File: src/rtl/mul_seq_param_if.sv
// mul_seq_param_if: operand/product handshake bundle (in_valid/in_ready/x_in/y_in/signed_in, out_valid/out_ready/product)
interface mul_seq_param_if #(
  parameter int X_W = 16,
  parameter int Y_W = 9
);
  logic               in_valid;
  logic               in_ready;
  logic [X_W-1:0]     x_in;
  logic [Y_W-1:0]     y_in;
  logic               signed_in;
  logic               out_valid;
  logic               out_ready;
  logic [X_W+Y_W-1:0] product;
  modport slave (
    input  in_valid, x_in, y_in, signed_in, out_ready,
    output in_ready, out_valid, product
  );
  modport master (
    output in_valid, x_in, y_in, signed_in, out_ready,
    input  in_ready, out_valid, product
  );
endinterface

File: src/rtl/mul_seq_param.sv
// mul_seq_param: shift-add multiplier retiring R multiplier bits per cycle; ports clk, rst_n (sync, active-low), bus (slave handshake)
module mul_seq_param #(
  parameter int X_W = 16,
  parameter int Y_W = 9,
  parameter int R   = 1
) (
  input logic            clk,
  input logic            rst_n,
  mul_seq_param_if.slave bus
);
  localparam int N   = (Y_W + R - 1) / R;
  localparam int P_W = X_W + Y_W;
  localparam int YP  = N * R;
  localparam int CW  = $clog2(N + 1);
  typedef enum logic [1:0] {IDLE, BUSY, DONE} state_t;
  state_t         st, nx;
  logic [P_W-1:0] xs, acc, acc_n, part, prod_q;
  logic [YP-1:0]  ys;
  logic [CW-1:0]  cnt;
  logic           neg, last, x_neg, y_neg;
  logic [X_W-1:0] x_mag;
  logic [Y_W-1:0] y_mag;
  always_comb begin
    x_neg = bus.signed_in & bus.x_in[X_W-1];
    y_neg = bus.signed_in & bus.y_in[Y_W-1];
    x_mag = x_neg ? -bus.x_in : bus.x_in;
    y_mag = y_neg ? -bus.y_in : bus.y_in;
    part  = xs * P_W'(ys[R-1:0]);
    acc_n = acc + part;
    last  = cnt == CW'(N - 1);
    nx    = st == IDLE ? (bus.in_valid ? BUSY : IDLE) :
            st == BUSY ? (last ? DONE : BUSY) :
            st == DONE ? (bus.out_ready ? IDLE : DONE) : IDLE;
  end
  always_ff @(posedge clk)
    if (!rst_n) st <= IDLE;
    else        st <= nx;
  // Multiplicand shifts left and multiplier shifts right so each cycle uses only the low chunk.
  always_ff @(posedge clk) begin
    if (!rst_n) begin
      xs     <= '0;
      ys     <= '0;
      acc    <= '0;
      cnt    <= '0;
      neg    <= 1'b0;
      prod_q <= '0;
    end else if (st == IDLE && bus.in_valid) begin
      xs  <= P_W'(x_mag);
      ys  <= YP'(y_mag);
      acc <= '0;
      cnt <= '0;
      neg <= x_neg ^ y_neg;
    end else if (st == BUSY) begin
      xs  <= xs << R;
      ys  <= ys >> R;
      acc <= acc_n;
      cnt <= cnt + CW'(1);
      if (last) prod_q <= neg ? -acc_n : acc_n;
    end
  end
  assign bus.in_ready  = rst_n & (st == IDLE);
  assign bus.out_valid = st == DONE;
  assign bus.product   = prod_q;
endmodule

File: src/flat_wrapper.sv
// flat-port wrapper written by rule: the top's interface ports become plain ports
module mul_seq_param_flat 
#(
  parameter int X_W = 16,
  parameter int Y_W = 9,
  parameter int R   = 1
)
  (clk, rst_n, bus_in_valid, bus_x_in, bus_y_in, bus_signed_in, bus_out_ready, bus_in_ready, bus_out_valid, bus_product);
  mul_seq_param_if #(.X_W(X_W), .Y_W(Y_W)) bus_i ();
  input logic clk;
  input logic rst_n;
  input wire logic [$bits(bus_i.in_valid)-1:0] bus_in_valid;
  input wire logic [$bits(bus_i.x_in)-1:0] bus_x_in;
  input wire logic [$bits(bus_i.y_in)-1:0] bus_y_in;
  input wire logic [$bits(bus_i.signed_in)-1:0] bus_signed_in;
  input wire logic [$bits(bus_i.out_ready)-1:0] bus_out_ready;
  output wire logic [$bits(bus_i.in_ready)-1:0] bus_in_ready;
  output wire logic [$bits(bus_i.out_valid)-1:0] bus_out_valid;
  output wire logic [$bits(bus_i.product)-1:0] bus_product;
  assign bus_i.in_valid = bus_in_valid;
  assign bus_i.x_in = bus_x_in;
  assign bus_i.y_in = bus_y_in;
  assign bus_i.signed_in = bus_signed_in;
  assign bus_i.out_ready = bus_out_ready;
  assign bus_in_ready = bus_i.in_ready;
  assign bus_out_valid = bus_i.out_valid;
  assign bus_product = bus_i.product;
  mul_seq_param #(.X_W(X_W), .Y_W(Y_W), .R(R)) u_core (.clk(clk), .rst_n(rst_n), .bus(bus_i));
endmodule
File: config.mk
export PLATFORM = sky130hd
export DESIGN_NAME = mul_seq_param_flat
export DESIGN_NICKNAME = d
export VERILOG_FILES = /design/src/rtl/mul_seq_param_if.sv /design/src/rtl/mul_seq_param.sv /design/src/flat_wrapper.sv
export SDC_FILE = /design/constraint.sdc
export NUM_CORES = 1
export LEC_CHECK = 0
export CAP_MARGIN = 10
export CORE_MARGIN = 2
export CORE_UTILIZATION = 30
export DETAILED_ROUTE_END_ITERATION = 8
export PLACE_DENSITY = 0.46
export RECOVER_POWER = 50
export SLEW_MARGIN = 40
export SYNTH_ARGS = -nofsm -noshare
export SYNTH_HDL_FRONTEND = slang
export SYNTH_SLANG_ARGS = --single-unit
File: constraint.sdc
create_clock -name clk -period 3.6 [get_ports clk]
set_input_delay 0.72 -clock clk [delete_from_list [all_inputs] [get_ports clk]]
set_output_delay 0.72 -clock clk [all_outputs]
set_load 0.005 [all_outputs]
* Word level (Yosys, flattened, before mapping)
Cells that the tools add are included.
** Operators by class
- Add/subtract/negate cells :: 5
- $mul :: 1
- Eq/ne operators :: 3
- Muxes and demuxes :: 13
- Bitwise logic cells :: 6
- Reduce and logical (&&, ||, !) cells :: 5
** Operators by type and width (number)
- $mux 16 :: 3
- $mux 9 :: 3
- $add 25x25->25 :: 1
- $mul 25x1->25 :: 1
- $mux 25 :: 1
- $neg 25->25 :: 1
- $neg 16->16 :: 1
- $mux 2 :: 5
- $neg 9->9 :: 1
- $add 4x1->4 const B :: 1
- $eq 4x4->1 const B :: 1
- $and 1x1->1 :: 3
- $reduce_and 3->1 :: 1
- $eq 2x1->1 const B :: 1
- $eq 2x2->1 const B :: 1
- $logic_not 2->1 :: 1
- $not 1->1 :: 2
- $reduce_bool 2->1 :: 1
- $reduce_or 2->1 :: 1
- $logic_and 1x1->1 :: 1
- $mux 1 :: 1
- $xor 1x1->1 :: 1
** Storage, ports and cells
- Flip-flop bits (word level) :: 91
- Input bits :: 30
- Output and inout port bits :: 27
- Logic and storage cells :: 41

* Logic depth before layout (Yosys ltp)
- Depth in word-level cells :: 4
- Gate-level depth with buffers :: 14
- Gate-level depth less buffers :: 13

* Least setup slack after synthesis
OpenSTA, ideal clock, no wires.
- Path kind :: register to register
- From :: register u_core.ys[0]
- To :: register u_core.prod_q[21] (netlist: u_core.bus.product[21])
- Library setup time :: 0.069 ns
- Arrival :: 3.366 ns
- Required time :: 3.531 ns
- Path slack :: 0.165 ns
- Stages on the path, launching flop included :: 15
- Path buffers :: 1
- Clock period less this slack :: 3.435 ns
- Cell sequence :: dfxtp_1 -> clkbuf_1 -> and2_1 -> ha_1 -> inv_1 -> fa_1 -> nor2b_4 -> o31a_4 -> o22ai_1 -> xor2_2 -> o2111ai_4 -> or4_1 -> o41a_1 -> xor2_1 -> o21ai_1
** On the way
- Word-level cells in the longest chain between the ends :: 4
** Ends and longest elaborated chain
- start, declared :: line mul_seq_param.sv:18 : logic [YP-1:0] ys;
- start signal, assigned :: line mul_seq_param.sv:49 : ys <= YP'(y_mag);
- start signal, assigned :: line mul_seq_param.sv:55 : ys <= ys >> R;
- $mul 25x1->25 * :: line mul_seq_param.sv:28 : part = xs * P_W'(ys[R-1:0]);
- $add 25x25->25 * :: line mul_seq_param.sv:29 : acc_n = acc + part;
- $neg 25->25 :: line mul_seq_param.sv:58 : if (last) prod_q <= neg ? -acc_n : acc_n;
- $mux 25 * :: line mul_seq_param.sv:58
- end signal, assigned :: line mul_seq_param.sv:58
- end, declared :: line mul_seq_param.sv:17 : logic [P_W-1:0] xs, acc, acc_n, part, prod_q;
Mark *: on every way between the ends. The rest lies on a longest branch, timed or not.
A chain may end at the register's enable or synchronous reset.

* Worst setup path after layout
Same ends and word-level chain as after synthesis.

==> metrics.md <==
| Metric | Value |
|---|---|
| Most frequent cell after synthesis | `nand2_1` |
| Crit Path Class | `flop to flop` |
| Antenna viol nets, final | `0` |
| Row cnt | `between 50 and 60` |
| Slew Viols, Final | `39` |
| Via count | `approximately 5500` |
| Critical-path cell list | `and2_1 > ha_2 > inv_1 > fa_2 > nor2b_4 > o31a_4 > or3_4 > a21oi_4 > o2111ai_4 > or4_1 > o41a_1 > xor2_1 > o21ai_1` |
| Antenna Cells | `0` |
| # placed instances | `~1100` |
| Reg clk slew, reported paths | `0.07 ns` |
| Routed len/inst | `around 15 um` |
| Synth Warn # | `0` |
| Worst reg2reg path endpoint | `u_core.bus.product[21]` |
| Initial antenna violation count | `0` |
| Tmin final | `about 3.4 ns` |
| Setup TNS | `0 ns` |
| Nets@finish | `just under 900` |
| Crit-path max cell delay | `roughly 0.64 ns` |
| Worst Max-Slew Pin Slew | `about 1.8 ns` |
| Critical path arrival | `3.67 ns` |
| Worst R2R Start | `u_core.ys[0]` |
| Cells after synthesis | `776` |
| Worst Reg-to-Reg Cells | `13` |
| Die Span X | `~150 um` |
| Asr flop ratio synth | `0%` |
| Clock root cell | `clkbuf_16` |
| Setup crit end kind | `flop` |
| Worst hold stages | `2` |
| # DRC | `0` |
| Starting DRT DRC Count | `314` |
| Synth top area share | `a little under a third` |
| Max_slew headroom | `-20.1%` |
| Grt ovf | `0` |
| Status | `complete, but fails checks` |
| Worst Hold Launch | `u_core.bus.product[0]` |
| Number of port buffers | `56` |
| Period utilisation layout | `95.3%` |
| Vias in the first global route | `5267` |
| CTS tree | `built` |
| Critical path's top delay family | `simple AND/OR/NAND/NOR gates` |
| Initial core utilization | `30.7%` |
| Final setup fails | `0` |
| Area leader, netlist | `dfxtp_1` |
| Buf/Inv on CP | `1` |
| Largest net degree at the start of global routing | `44` |
| Peak Freq | `slightly below 300 MHz` |
| Unique masters post-synth | `72` |
| Post-synth net total | `roughly 840` |
| Post-synthesis register bit count | `91` |
| Pwr/cell area | `~330 mW/mm^2` |
| Number of fill cells | `between 2000 and 2500` |
| Final HPWL DP | `between 10000 and 15000 um` |
| RSZ-0062 raised after global routing | `false` |
| Final hold viol count | `0` |
| Worst Setup Start Kind | `flop` |
| Clock tree buffer depth | `2` |
| Cell Count, Final, Fillers Out | `between 1000 and 1500` |
| WP data required | `3.84 ns` |
| Peak VDD IR | `between 150 and 200 uV` |
| First-pass GRT wire length | `between 20000 and 30000 um` |
| R2R Setup Slk | `0.17 ns` |
| Synth cell count leaders | `nand2_1, dfxtp_1, nor2_1` |
| P_leak | `2.88 nW` |
| Critical Path Start | `u_core.ys[0]` |
| Worst Hold Class | `flop to flop` |
| Dpl ws | `about 0.016 ns` |
| Routed Wire Length | `16300 um` |
| Hold path endpoint | `u_core.bus.product[0]` |
| Violated checks | `capacitance limit, slew limit` |
| Chip height | `145 um` |
| Post-synth EDFFs | `0` |
| Core area | `just under 0.02 mm^2` |
| Die area | `~0.021 mm^2` |
| Mapped cell area | `between 0.005 and 0.006 mm^2` |
| Crit. path cell count | `13` |
| Via density | `between 4 and 5` |
| Layout cells sized above 1 | `between 10% and 20%` |
| Clock net sink count | `91` |
| Total clock buffers created by CTS | `9` |
| # H-tree levels | `3` |
| Critical path's slowest cell | `or4_1` |
| Total GRT Usage | `15.3%` |
| Clock Latency Late Sink | `~0.36 ns` |
| Clock skew | `approximately 0.011 ns` |
| Worst-path maximum fanout | `14` |
| GPL Wtd Cong | `0.852` |
| Max-Cap Viols | `1` |
| Synth top area cells | `dfxtp_1, nand2_1, ha_1` |
| Number of placed I/O pins | `57` |
| DRT Pass-1 Iters | `4` |
| Area delta synth->final | `22.0%` |
| Setup WS post-layout | `0.169 ns` |
| Top FF cell, synth | `dfxtp_1` |
| Syn_area_per_cell | `~7.7 um^2` |
| Seq/Total Area, Yosys | `a little under a third` |
[logic make-up (layout without fill, tap and decap cells)]
logic type	after synthesis	after routing	synth area share (%)
xor+xnor	64	64	9.59
compound gates	214	214	25.1
fa+ha+maj	30	30	6.38
buf+inv	61	120	3.86
mux	2	2	0.334
flops	91	91	30.4
simple gates	314	314	24.4
[how the worst max path moves through the flow]
stage / to / slack (ns)
2_1_floorplan: u_core.bus.product[21] / 0.17
5_1_grt: u_core.bus.product[23] / 0.007
3_3_place_gp: u_core.bus.product[24] / 0.1
3_5_place_dp: u_core.bus.product[24] / 0.02
4_1_cts: u_core.bus.product[24] / 0.04
6_report: u_core.bus.product[21] / 0.17
[worst min-delay path, cell delays in order (launching register included)]
cell	delay (ns)
dfxtp_1	0.31
nand2_1	0.05
a21oi_1	0.05
[through the flow]
stage               hold WS (ns)  area (um^2)  utilization (%)  power [W]
floorplan                  0.437         6000                -    0.00136
CTS                        0.465         7240             37.1    0.00242
global placement           0.443         6960             35.7    0.00150
detailed placement         0.456         6960             35.7    0.00150
global route               0.474         7320             37.5    0.00251
finish                     0.457         7320             37.5    0.00239
[where the power goes]
group | switching (W) | internal (W)
logic | 0.000245 | 0.000170
clock network | 0.000428 | 0.000474
registers | 0.0000320 | 0.00104
[flip-flops by register name (all words and copies together) (netlist names)]
| signal | flops |
|---|---|
| u_core.acc | 25 |
| u_core.bus.product | 25 |
| u_core.xs | 25 |
| u_core.ys | 9 |
| u_core.cnt | 4 |
| u_core.st | 2 |
| u_core.neg | 1 |
[layer usage]
metal	vias up	global-route usage (%)	wire [um]
met5	-	0	0
met4	0	6.81	356
met3	19	1.88	567
met2	106	22.6	6740
met1	2490	22.3	8610
li1	2860	-	-
[cell usage in the layout, fill, tap and decap left out, types with 4 or more instances in the layout]
cell type	count
clkbuf_16	9
or3_1	4
nand2b_1	4
a211oi_1	18
dfxtp_1	89
nand4_1	6
nand2_1	127
a31oi_1	4
xor2_1	31
o31ai_2	5
nor2b_1	4
o31ai_1	6
ha_1	27
inv_1	14
buf_4	32
nor3_1	16
nand3_1	16
a21o_1	11
and3_1	5
a311oi_1	21
nor2_1	80
o21ai_1	12
a21oi_1	69
clkdlybuf4s50_1	29
or4_1	4
and2_1	26
o21ai_0	24
dlygate4sd3_1	27
xnor2_1	30
[cell type report]
type	count	area (um^2)	share of cell area, %
multi-input cells	624	4020	54.9
flip-flops and latches	91	1830	25.0
repair buffers	90	808	11.0
well taps	265	332	4.53
clock buffers	9	225	3.08
inverters	15	56.3	0.769
clock inverters	6	50.0	0.684
[timing repair]
item / CTS / global route
endpoints found under the setup margin: 2 / 9
pin swaps: 0 / 6
buffers inserted: 0 / 3
hold buffers: 0 / 0
resized for setup: 2 / 16
Power figures use the tool's default switching activity.
